[src/rtl/bus_pack_16_to_48_pkg.sv]
// Shared types and constants for the 16-to-48 bit packet packer.
package bus_pack_16_to_48_pkg;

  localparam int WORD_W     = 16;
  localparam int BEAT_WORDS = 3;
  localparam int MTY_W      = 3;
  localparam int BEAT_W     = WORD_W * BEAT_WORDS;

  typedef enum logic {
    ST_IDLE = 1'b0,
    ST_PKT  = 1'b1
  } state_e;

  // Word k of a beat occupies the k-th 16-bit slot counted from the MSB end.
  function automatic logic [BEAT_W-1:0] place_word(input logic [WORD_W-1:0] w,
                                                   input logic [1:0]        slot);
    logic [BEAT_W-1:0] b;
    b = '0;
    case (slot)
      2'd0:    b[47:32] = w;
      2'd1:    b[31:16] = w;
      default: b[15:0]  = w;
    endcase
    return b;
  endfunction

endpackage

[src/rtl/bus_pack_16_to_48_if.sv]
// Source/sink bundle of the 16-to-48 packer: 16-bit packet input, 48-bit beat output, FIFO fill.
interface bus_pack_16_to_48_if
  import bus_pack_16_to_48_pkg::*;
#(
  parameter int USEDW_W = 9
);

  logic [WORD_W-1:0]  din;
  logic               din_vld;
  logic               din_sop;
  logic               din_eop;
  logic               din_rdy;
  logic [USEDW_W-1:0] wr_usedw;
  logic [BEAT_W-1:0]  dout;
  logic               dout_vld;
  logic               dout_sop;
  logic               dout_eop;
  logic [MTY_W-1:0]   dout_mty;
  logic               pkt_err;

  modport master (
    output din, din_vld, din_sop, din_eop, wr_usedw,
    input  din_rdy, dout, dout_vld, dout_sop, dout_eop, dout_mty, pkt_err
  );

  modport slave (
    input  din, din_vld, din_sop, din_eop, wr_usedw,
    output din_rdy, dout, dout_vld, dout_sop, dout_eop, dout_mty, pkt_err
  );

endinterface

[src/rtl/bus_pack_16_to_48.sv]
// Packs a 16-bit sop/eop packet stream into 48-bit beats with an empty-word count.
// Optional framing checks enabled by defining PKT_ERR_CHK_EN.
//
// state   | meaning
// ST_IDLE | between packets; only a sop word is accepted
// ST_PKT  | inside a packet; words fill slots 0..2 of the current beat
module bus_pack_16_to_48
  import bus_pack_16_to_48_pkg::*;
#(
  parameter int USEDW_W = 9,
  parameter int RDY_THR = 500
) (
  input  logic                clk,
  input  logic                rst,
  bus_pack_16_to_48_if.slave  bus
);

  localparam logic [USEDW_W-1:0] THR = USEDW_W'(RDY_THR);

  state_e             state_q, state_d;
  logic [1:0]         cnt_q, cnt_d;
  logic [BEAT_W-1:0]  shreg_q, shreg_d;
  logic               first_q, first_d;
  logic               rdy_q;
  logic [BEAT_W-1:0]  dout_q, dout_d;
  logic               vld_q, vld_d;
  logic               sop_q, sop_d;
  logic               eop_q, eop_d;
  logic [MTY_W-1:0]   mty_q, mty_d;
  logic               err_q, err_d;
  logic [BEAT_W-1:0]  beat;
`ifdef PKT_ERR_CHK_EN
  logic               pend_q, pend_d;
  logic [WORD_W-1:0]  pend_word_q, pend_word_d;
  logic               busy;
`endif

  always_ff @(posedge clk) begin
    if (rst) begin
      state_q <= ST_IDLE;
      cnt_q   <= '0;
      shreg_q <= '0;
      first_q <= 1'b0;
      rdy_q   <= 1'b0;
      dout_q  <= '0;
      vld_q   <= 1'b0;
      sop_q   <= 1'b0;
      eop_q   <= 1'b0;
      mty_q   <= '0;
      err_q   <= 1'b0;
`ifdef PKT_ERR_CHK_EN
      pend_q      <= 1'b0;
      pend_word_q <= '0;
`endif
    end else begin
      state_q <= state_d;
      cnt_q   <= cnt_d;
      shreg_q <= shreg_d;
      first_q <= first_d;
      rdy_q   <= (bus.wr_usedw < THR);
      dout_q  <= dout_d;
      vld_q   <= vld_d;
      sop_q   <= sop_d;
      eop_q   <= eop_d;
      mty_q   <= mty_d;
      err_q   <= err_d;
`ifdef PKT_ERR_CHK_EN
      pend_q      <= pend_d;
      pend_word_q <= pend_word_d;
`endif
    end
  end

  always_comb begin
    state_d = state_q;
    if (bus.din_vld) begin
      if (bus.din_sop)
        state_d = bus.din_eop ? ST_IDLE : ST_PKT;
      else if (state_q == ST_PKT && bus.din_eop)
        state_d = ST_IDLE;
    end
  end

  always_comb begin
    cnt_d   = cnt_q;
    shreg_d = shreg_q;
    first_d = first_q;
    dout_d  = dout_q;
    vld_d   = 1'b0;
    sop_d   = sop_q;
    eop_d   = eop_q;
    mty_d   = mty_q;
    err_d   = 1'b0;
    beat    = shreg_q | place_word(bus.din, cnt_q);
`ifdef PKT_ERR_CHK_EN
    pend_d      = 1'b0;
    pend_word_d = pend_word_q;
    busy        = 1'b0;
    // A 1-word packet that collided with an error beat goes out one cycle late.
    if (pend_q) begin
      vld_d  = 1'b1;
      dout_d = {pend_word_q, 32'b0};
      sop_d  = 1'b1;
      eop_d  = 1'b1;
      mty_d  = 3'd2;
      busy   = 1'b1;
    end
`endif
    if (bus.din_vld) begin
      if (bus.din_sop) begin
`ifdef PKT_ERR_CHK_EN
        if (state_q == ST_PKT) begin
          err_d = 1'b1;
          if (cnt_q != 2'd0) begin
            vld_d  = 1'b1;
            dout_d = shreg_q;
            sop_d  = first_q;
            eop_d  = 1'b1;
            mty_d  = (cnt_q == 2'd1) ? 3'd2 : 3'd1;
            busy   = 1'b1;
          end
        end
`endif
        if (bus.din_eop) begin
          cnt_d   = '0;
          shreg_d = '0;
          first_d = 1'b0;
`ifdef PKT_ERR_CHK_EN
          if (busy) begin
            pend_d      = 1'b1;
            pend_word_d = bus.din;
          end else begin
            vld_d  = 1'b1;
            dout_d = {bus.din, 32'b0};
            sop_d  = 1'b1;
            eop_d  = 1'b1;
            mty_d  = 3'd2;
          end
`else
          vld_d  = 1'b1;
          dout_d = {bus.din, 32'b0};
          sop_d  = 1'b1;
          eop_d  = 1'b1;
          mty_d  = 3'd2;
`endif
        end else begin
          cnt_d   = 2'd1;
          shreg_d = {bus.din, 32'b0};
          first_d = 1'b1;
        end
      end else if (state_q == ST_PKT) begin
        if (bus.din_eop || cnt_q == 2'd2) begin
          vld_d   = 1'b1;
          dout_d  = beat;
          sop_d   = first_q;
          eop_d   = bus.din_eop;
          mty_d   = bus.din_eop ? {1'b0, 2'd2 - cnt_q} : 3'd0;
          cnt_d   = '0;
          shreg_d = '0;
          first_d = 1'b0;
        end else begin
          shreg_d = beat;
          cnt_d   = cnt_q + 2'd1;
        end
      end else begin
`ifdef PKT_ERR_CHK_EN
        err_d = 1'b1;
`endif
      end
    end
  end

  assign bus.din_rdy  = rdy_q;
  assign bus.dout     = dout_q;
  assign bus.dout_vld = vld_q;
  assign bus.dout_sop = sop_q;
  assign bus.dout_eop = eop_q;
  assign bus.dout_mty = mty_q;
  assign bus.pkt_err  = err_q;

endmodule

[src/flat_wrapper.sv]
// flat-port wrapper written by rule: the top's interface ports become plain ports
module bus_pack_16_to_48_flat import bus_pack_16_to_48_pkg::*;
#(
  parameter int USEDW_W = 9,
  parameter int RDY_THR = 500
)
  (clk, rst, bus_din, bus_din_vld, bus_din_sop, bus_din_eop, bus_wr_usedw, bus_din_rdy, bus_dout, bus_dout_vld, bus_dout_sop, bus_dout_eop, bus_dout_mty, bus_pkt_err);
  bus_pack_16_to_48_if #(.USEDW_W(USEDW_W)) bus_i ();
  input  logic clk;
  input  logic rst;
  input wire logic [$bits(bus_i.din)-1:0] bus_din;
  input wire logic [$bits(bus_i.din_vld)-1:0] bus_din_vld;
  input wire logic [$bits(bus_i.din_sop)-1:0] bus_din_sop;
  input wire logic [$bits(bus_i.din_eop)-1:0] bus_din_eop;
  input wire logic [$bits(bus_i.wr_usedw)-1:0] bus_wr_usedw;
  output wire logic [$bits(bus_i.din_rdy)-1:0] bus_din_rdy;
  output wire logic [$bits(bus_i.dout)-1:0] bus_dout;
  output wire logic [$bits(bus_i.dout_vld)-1:0] bus_dout_vld;
  output wire logic [$bits(bus_i.dout_sop)-1:0] bus_dout_sop;
  output wire logic [$bits(bus_i.dout_eop)-1:0] bus_dout_eop;
  output wire logic [$bits(bus_i.dout_mty)-1:0] bus_dout_mty;
  output wire logic [$bits(bus_i.pkt_err)-1:0] bus_pkt_err;
  assign bus_i.din = bus_din;
  assign bus_i.din_vld = bus_din_vld;
  assign bus_i.din_sop = bus_din_sop;
  assign bus_i.din_eop = bus_din_eop;
  assign bus_i.wr_usedw = bus_wr_usedw;
  assign bus_din_rdy = bus_i.din_rdy;
  assign bus_dout = bus_i.dout;
  assign bus_dout_vld = bus_i.dout_vld;
  assign bus_dout_sop = bus_i.dout_sop;
  assign bus_dout_eop = bus_i.dout_eop;
  assign bus_dout_mty = bus_i.dout_mty;
  assign bus_pkt_err = bus_i.pkt_err;
  bus_pack_16_to_48 #(.USEDW_W(USEDW_W), .RDY_THR(RDY_THR)) u_core (.clk(clk), .rst(rst), .bus(bus_i));
endmodule
[config.mk]
export PLATFORM = sky130hd
export DESIGN_NAME = bus_pack_16_to_48_flat
export DESIGN_NICKNAME = d
export VERILOG_FILES = /design/src/rtl/bus_pack_16_to_48_pkg.sv /design/src/rtl/bus_pack_16_to_48_if.sv /design/src/rtl/bus_pack_16_to_48.sv /design/src/flat_wrapper.sv
export SDC_FILE = /design/constraint.sdc
export NUM_CORES = 1
export LEC_CHECK = 0
export CAP_MARGIN = 5
export CORE_UTILIZATION = 45
export DETAILED_ROUTE_END_ITERATION = 7
export PLACE_DENSITY = 0.73
export SYNTH_ARGS = -nofsm -noshare
export SYNTH_HDL_FRONTEND = slang
export SYNTH_SLANG_ARGS = --single-unit
[constraint.sdc]
create_clock -name clk -period 4.7 [get_ports clk]
set_input_delay 0.94 -clock clk [delete_from_list [all_inputs] [get_ports clk]]
set_output_delay 0.94 -clock clk [all_outputs]
set_load 0.03 [all_outputs]
After elaboration in Yosys (flattened, before gate mapping):

Cells that the tools add are included.

* add/sub/neg operators: 2
* magnitude comparators: 1
* eq/ne operators: 3
* muxes and demuxes: 37
* bitwise logic cells: 2
* reductions and logical operators: 12

Operators by type and width (count)
* $mux 48: 8
* $mux 16: 3
* $or 48x48->48: 1
* $mux 1: 18
* $mux 3: 4
* $lt 9x9->1 const B: 1
* $mux 2: 4
* $reduce_bool 2->1: 3
* $reduce_and 2->1: 2
* $reduce_and 4->1: 1
* $reduce_or 2->1: 2
* $reduce_and 3->1: 1
* $add 2x1->2 const B: 1
* $eq 2x1->1 const B: 1
* $eq 2x2->1 const B: 1
* $logic_not 2->1: 1
* $ne 2x1->1 const B: 1
* $sub 2x2->2 const A: 1
* $logic_and 1x1->1: 1
* $logic_or 1x1->1: 1
* $not 1->1: 1

* register bits: 107
* input port bits: 30
* output and inout port bits: 56
* word-level logic and storage cells: 67

Logic depth before layout (Yosys ltp):

Gate-level depths: netlist of the first run.

* word-level depth: 7
* depth in mapped cells: 7
* gate-level depth less buffers: 5

Worst setup path after synthesis of the first run:

Ideal clock, no wire load.

* path kind: input to register
* from: input port bus_din_sop
* to: register u_core.dout_q[37], in the netlist u_core.bus.dout[37]
* library setup time: 140 ps
* arrival time: 1837 ps
* data required time: 4560 ps
* setup slack: 2722 ps
* cell stages on the path: 6
* path buffers: 3
* cell sequence: buf_6 or2_1 buf_2 buf_2 a22oi_1 o32ai_2

* word-level cells in the longest chain between the ends: 2
* elaborated cells between the ends (all ways): 5
* those cells by class: 1 x eq/ne; 1 x mux; 3 x reduce/logical

RTL lines
* from (decl): RTL line flat_wrapper.sv:13 `input wire logic [$bits(bus_i.din_sop)-1:0] bus_din_sop;`
* $ne 2x1->1 (no line) / $reduce_bool 2->1 (equally long branches)
* $reduce_and 4->1 (no line)
* to (signal assigned): RTL line bus_pack_16_to_48.sv:61 `dout_q <= dout_d;`
* to (decl): RTL line bus_pack_16_to_48.sv:25 `logic [BEAT_W-1:0] dout_q, dout_d;`

Several ways; a longest one is shown, not always the timed one.
A chain may end at the register's enable or synchronous reset.

Worst setup path after layout of the first run:

* from: input port bus_din_sop
* to: register u_core.shreg_q[46]

* word-level cells in the longest chain between the ends: 2
* elaborated cells between the ends (all ways): 3
* those cells by class: 1 x mux; 2 x reduce/logical

RTL lines
* $reduce_bool 2->1 (no line)
* $reduce_and 2->1 (no line)
* to (signal assigned): RTL line bus_pack_16_to_48.sv:58 `shreg_q <= shreg_d;`
* to (decl): RTL line bus_pack_16_to_48.sv:22 `logic [BEAT_W-1:0] shreg_q, shreg_d;`

Several ways; a longest one is shown, not always the timed one.

==> results of run 1 <==
layout make-up:
class                           count  area [sq um]  area share, %
Inverter                           53           199           3.53
Timing Repair Buffer               88           856           15.2
Sequential cell                   106          2120           37.6
Multi-Input combinational cell    262          2090           37.0
Clock buffer                        9           124           2.20
Tap cell                          133           166           2.95
Clock inverter                      7          87.6           1.55
final timing paths:
path	startpoint	slack, ns	end	cells past startpoint
setup / recovery	bus_din_sop	1.80	u_core.shreg_q[46]$_SDFFE_PP0P_	4
hold / removal	u_core.bus.dout_sop$_SDFFE_PP0P_	0.47	u_core.bus.dout_sop$_SDFFE_PP0P_	2
setup reg to reg	u_core.cnt_q[0]$_SDFFE_PP0P_	2.47	u_core.shreg_q[15]$_SDFFE_PP0P_	5
hold reg to reg	u_core.bus.dout_sop$_SDFFE_PP0P_	0.47	u_core.bus.dout_sop$_SDFFE_PP0P_	2
metrics by stage:
stage / hold WS [ns] / std cells
finish: 0.470 / 658
global route: 0.503 / 658
CTS: 0.475 / 657
detailed placement: 0.455 / 641
global placement: 0.446 / 641
floorplan: 0.438 / 465
worst min-delay path, delay by kind of cell, from the launching register on:
family        cells  cell delay [ns]
simple gates      1             0.05
flops             1             0.32
mux               1             0.06
cells in the final DEF (no fill, tap or decap), drive strengths merged, types with 2 or more instances in the layout:
cell / count
a211oi: 2
nor2: 47
clkinvlp: 2
dfxtp: 106
a31oi: 16
o21ai: 11
o211ai: 2
buf: 7
nor3: 9
a22o: 6
o32ai: 47
nand2: 4
a221oi: 11
clkdlybuf4s50: 80
a21o: 11
nand4: 2
conb: 2
o31ai: 2
inv: 54
a21oi: 50
o2111ai: 2
clkinv: 3
and2b: 2
nor2b: 3
clkbuf: 10
ha: 3
a22oi: 17
o21a: 2
flip-flops by register name (all words and copies together) (netlist names):
name	flops
u_core.bus.din_rdy	1
u_core.bus.dout	48
u_core.shreg_q	48
u_core.first_q	1
u_core.bus.dout_mty	2
u_core.bus.dout_sop	1
u_core.state_q	1
u_core.bus.dout_eop	1
u_core.cnt_q	2
u_core.bus.dout_vld	1
layer usage:
metal / share of wire, % / vias to the layer above / track usage [%]
met2: 48 / 130 / 34.8
met3: 4.2 / 20 / 2.69
met5: 0 / - / 0
met1: 46 / 1849 / 28.1
li1: - / 1800 / -
met4: 1.6 / 0 / 6.12
power groups by stage:
stage	combinational, mW	clock (mW)	sequential [mW]
6_report	0.226	0.583	0.934
5_1_grt	0.244	0.630	0.937
4_1_cts	0.225	0.597	0.934
3_5_place_dp	0.225	0	0.954
3_3_place_gp	0.219	0	0.953
2_1_floorplan	0.136	0	0.968
kinds of logic after synthesis:
kind of cell | count (synthesis) | share of synthesized area (%)
compound gates | 182 | 35.8
fa+ha+maj | 3 | 0.804
buf+inv | 97 | 10.3
flops | 106 | 45.4
mux | 2 | 0.455
other cells | 1 | 0.0803
simple gates | 73 | 7.15
==> flow_metrics.tcl, run 1 <==
set metrics [dict create \
    synthDistinctLibCells 45 \
    slew_violations 0 \
    hold_path_class "register to register" \
    endpoint_kind "register" \
    io_buffers 81 \
    synth_edf_count 0 \
    ys_seq_area_share_pct 45.4 \
    core_sq_um 9910 \
    power.total_mw 1.74 \
    wl_per_cell_um 16.7 \
    cts-hold-fix-buffers 0 \
    netlist_top_cells_count "dfxtp_1 (106), inv_1 (52), a21oi_1 (50), nor2_1 (47), o32ai_2 (47)" \
    numCtsBuffers 9 \
    clkSinkCount 106 \
    drc 0 \
    arrival_ns 3.21 \
    synth_area_per_cell_sq_um 10.1 \
    synth_area_sq_um 4670 \
    die_w_um 104 \
    relSlewSlack_pct 29.4 \
    crit_required_ns 5.01 \
    fin_setup_tns_ns 0 \
    status "completed" \
    synthCells 464 \
    p_leak_nw 1.91 \
    cpMostUsedCell "a22o_1" \
    overflow 0 \
    setup_viol 0 \
    synth_largest_area_cell "dfxtp_1" \
    insertedDiodeCount 0 \
    period_minus_slack_ns 2.90 \
    worst_slack_ns 1.80 \
    grt_antenna_before_repair 0 \
    dpl.hpwl_um 7280 \
    worstMarginPinSlew_ns 1.06 \
    cts_setup_buffers 0 \
    clock_skew_ns 0.00799 \
    finalCritPeriodShare_pct 61.8 \
    p_comb_share_pct 13.0 \
    grt_max_degree 51 \
    io_pins 86 \
    grt_pass1_wl_um 18300 \
    fill_cells 876 \
    crit_path_cell_trace "clkdlybuf4s50_1, nor2b_1, a22o_1, a22o_1" \
    fmax_mhz 344 \
    cts_tree "yes" \
    finalHoldViolCount 0 \
    gr-usage-all-layers_pct 20.8 \
    placed_cell_area_sq_um 5430 \
    switchingPower_mw 0.483 \
    maxCapViolCount 0 \
    num_rows 36 \
    finish.utilization_pct 56.9 \
    synth_ff_type "dfxtp_1" \
    p_clk_share_pct 33.5 \
    die_y_um 104 \
    dieArea_sq_um 10800 \
    max-vdd-ir-drop_uv 218 \
    power_density_nw_per_um2 309 \
    path_class "primary input to register" \
    postSynth.asyncResetShare_pct 0 \
    p_int_mw 1.26 \
    ys_ff_latch 106 \
    critical_path.slowest_cell "clkdlybuf4s50_1" \
    cts_resized 0 \
    drt_first_pass_iters 5 \
    swShare_pct 27.7 \
    clk_pin_slew_ns 0.10 \
    dp_slack_ns 1.34 \
    critPathTopFamily "buffers and inverters" \
    synth_top_area_share_pct 45.4 \
    yosys-top-cells-area "dfxtp_1 (45%), o32ai_2 (16%), a21oi_1 (5.4%)" \
    num_vias 3799 \
    clock-root-buffer "clkbuf_8" \
    yosysMostFrequentCell "dfxtp_1" \
    rsz0062_at_grt "no" \
    grt_pass1_vias 3585 \
    totalWireLength_um 11000 \
    ys_warn_count 0 \
    start_util_pct 47.1 \
    vias_per_cell 5.77 \
    critPathBufInv 1 \
    stdcell_area_sq_um 5640 \
    ant_nets 0 \
    clk_path_buf_depth 2 \
    cp_slowest_stage_delay_ns 0.89 \
    cts_max_level 3 \
    drive_above_1_share_pct 15.6 \
    first_iter_violations 236 \
    gp_congestion 0.794 \
    insertion_delay_ns 0.36 \
    critPathMaxFanout 18 \
    cp-start-kind "primary input" \
    syn2layout_area_growth_pct 20.8 \
    fin_nets 553 \
    power_frac_seq_pct 53.6 \
]
Note: power is estimated with default switching activity, not from simulation.
==> run 2, diff against run 1 <==
- PLACE_DENSITY: 0.73 -> 0.76
- clock period: 4.7 -> 2.4 ns (I/O delays scaled with it)
==> run 2 against run 1 <==
Final area increased by 1.8%; wire length grew 0.31%; hold slack worse by 0.10 ns; clock power grew 84%; core utilization rose by 1.0 points; register-to-register slack worse by 2.3 ns; cell count grew 1.5%; global-route usage hardly changed; clock-buffer cell count did not move; setup slack got worse by 1.6 ns; sequential power up 96%; first-iteration DRC count decreased by 11%; critical path type is now register to register; largest cell class unchanged; largest power group unchanged.
==> flow_metrics.tcl, run 2 (synthesis results as in run 1) <==
set metrics [dict create \
    period_minus_slack_ns 2.20 \
    fin_setup_tns_ns 0 \
    p_comb_share_pct 13.7 \
    totalWireLength_um 11000 \
    p_leak_nw 1.97 \
    wl_met2_um 5480 \
    setup_viol 0 \
    slew_violations 0 \
    grt_pass1_wl_um 18100 \
    die_y_um 104 \
    drt_first_pass_iters 5 \
    critical_path.slowest_cell "o21a_4" \
    relSlewSlack_pct 40.3 \
    io_pins 86 \
    num_vias 3776 \
    timing.hold.ws_ns 0.367 \
    hold_path_class "primary input to register" \
    cp-start-kind "register" \
    core_sq_um 9910 \
    path_class "register to register" \
    overflow 0 \
    clk_path_buf_depth 2 \
    grt_antenna_before_repair 0 \
    dpl.hpwl_um 7420 \
    num_rows 36 \
    switchingPower_mw 0.973 \
    critPathTopFamily "compound AO/OA/AOI/OAI gates" \
    dieArea_sq_um 10800 \
    p_clk_share_pct 31.9 \
    vias_per_cell 5.65 \
    swShare_pct 29.0 \
    grt_pass1_vias 3621 \
    io_buffers 81 \
    max-vdd-ir-drop_uv 408 \
    clk_pin_slew_ns 0.11 \
    clock-root-buffer "clkbuf_8" \
    arrival_ns 2.42 \
    crit_required_ns 2.62 \
    top_layer_used "met4" \
    crit_path_cell_trace "inv_1, ha_1, and2b_4, o21a_4, o21ai_0" \
    layout_common_cells "dfxtp_1 (106), clkdlybuf4s50_1 (80), inv_1 (52), a21oi_1 (50), o32ai_2 (47)" \
    numCtsBuffers 9 \
    wl_met1_um 4640 \
    reg2reg_slack_ns 0.20 \
    first_iter_violations 211 \
    endpoint_kind "register" \
    drive_above_1_share_pct 17.2 \
    die_w_um 104 \
    finalCritPeriodShare_pct 91.5 \
    gr-usage-all-layers_pct 20.8 \
    finish.utilization_pct 58.0 \
    gp_congestion 0.818 \
    power_density_nw_per_um2 585 \
    cts_setup_buffers 0 \
    worstMarginPinSlew_ns 0.895 \
    wl_per_cell_um 16.5 \
    critPathBufInv 1 \
    insertedDiodeCount 0 \
    cp_slowest_stage_delay_ns 0.69 \
    fmax_mhz 455 \
    clkSinkCount 106 \
    rsz0062_at_grt "no" \
    syn2layout_area_growth_pct 23.0 \
    power_frac_seq_pct 54.4 \
    insertion_delay_ns 0.37 \
    maxCapViolCount 0 \
    fin_nets 563 \
    start_util_pct 47.1 \
    clock_skew_ns 0.0137 \
    ant_nets 0 \
    final_common_cell "dfxtp_1" \
    power.total_mw 3.36 \
    drc 0 \
    p_int_mw 2.39 \
    status "completed" \
    grt_max_degree 51 \
    critPathMaxFanout 50 \
    cts_max_level 3 \
    cts_tree "yes" \
    finalHoldViolCount 0 \
    wl_met3_um 685 \
]
## run 2: worst paths after layout
kind / cells past startpoint / startpoint / endpoint
setup / recovery: 5 / u_core.cnt_q[0]$_SDFFE_PP0P_ / u_core.bus.dout_mty[0]$_SDFFE_PP0P_
hold / removal: 2 / rst / u_core.bus.din_rdy$_SDFF_PP0_
setup reg to reg: 5 / u_core.cnt_q[0]$_SDFFE_PP0P_ / u_core.bus.dout_mty[0]$_SDFFE_PP0P_
hold reg to reg: 2 / u_core.bus.dout_mty[1]$_SDFFE_PP0P_ / u_core.bus.dout_mty[1]$_SDFFE_PP0P_
## run 2: timing repair
item,in CTS,in global routing
resized for setup,0,1
setup endpoints to repair,0,5
hold buffers,0,0
## run 2: final cells by class
class	instances	area, sq um
clock buffer	9	124
inverter	53	199
tap	133	166
sequential	106	2120
clock inverter	7	71.3
fill	864	4160
multi-input combinational	262	2090
timing repair buffer	98	971
## run 2: stage by stage
| step | setup WS (ns) | cells | cell area (sq um) |
|---|---|---|---|
| after detailed placement | 0.0168 | 652 | 5550 |
| after global placement | 0.116 | 652 | 5550 |
| final | 0.203 | 668 | 5750 |
| after CTS | 0.159 | 668 | 5740 |
| after floorplan | 0.836 | 465 | 4680 |
| after global routing | 0.123 | 668 | 5750 |
## run 2: power by group through the flow
stage	registers (mW)	clock network (mW)	logic (mW)
3_3_place_gp	1.87	0	0.446
5_1_grt	1.83	1.18	0.493
2_1_floorplan	1.90	0	0.267
4_1_cts	1.83	1.09	0.458
6_report	1.83	1.07	0.461
3_5_place_dp	1.87	0	0.456
## run 2: metal layers
layer	vias up	track usage, %
met5	-	0
met1	1794	25.7
li1	1819	-
met3	21	4.14
met4	0	8.67
met2	142	35.3
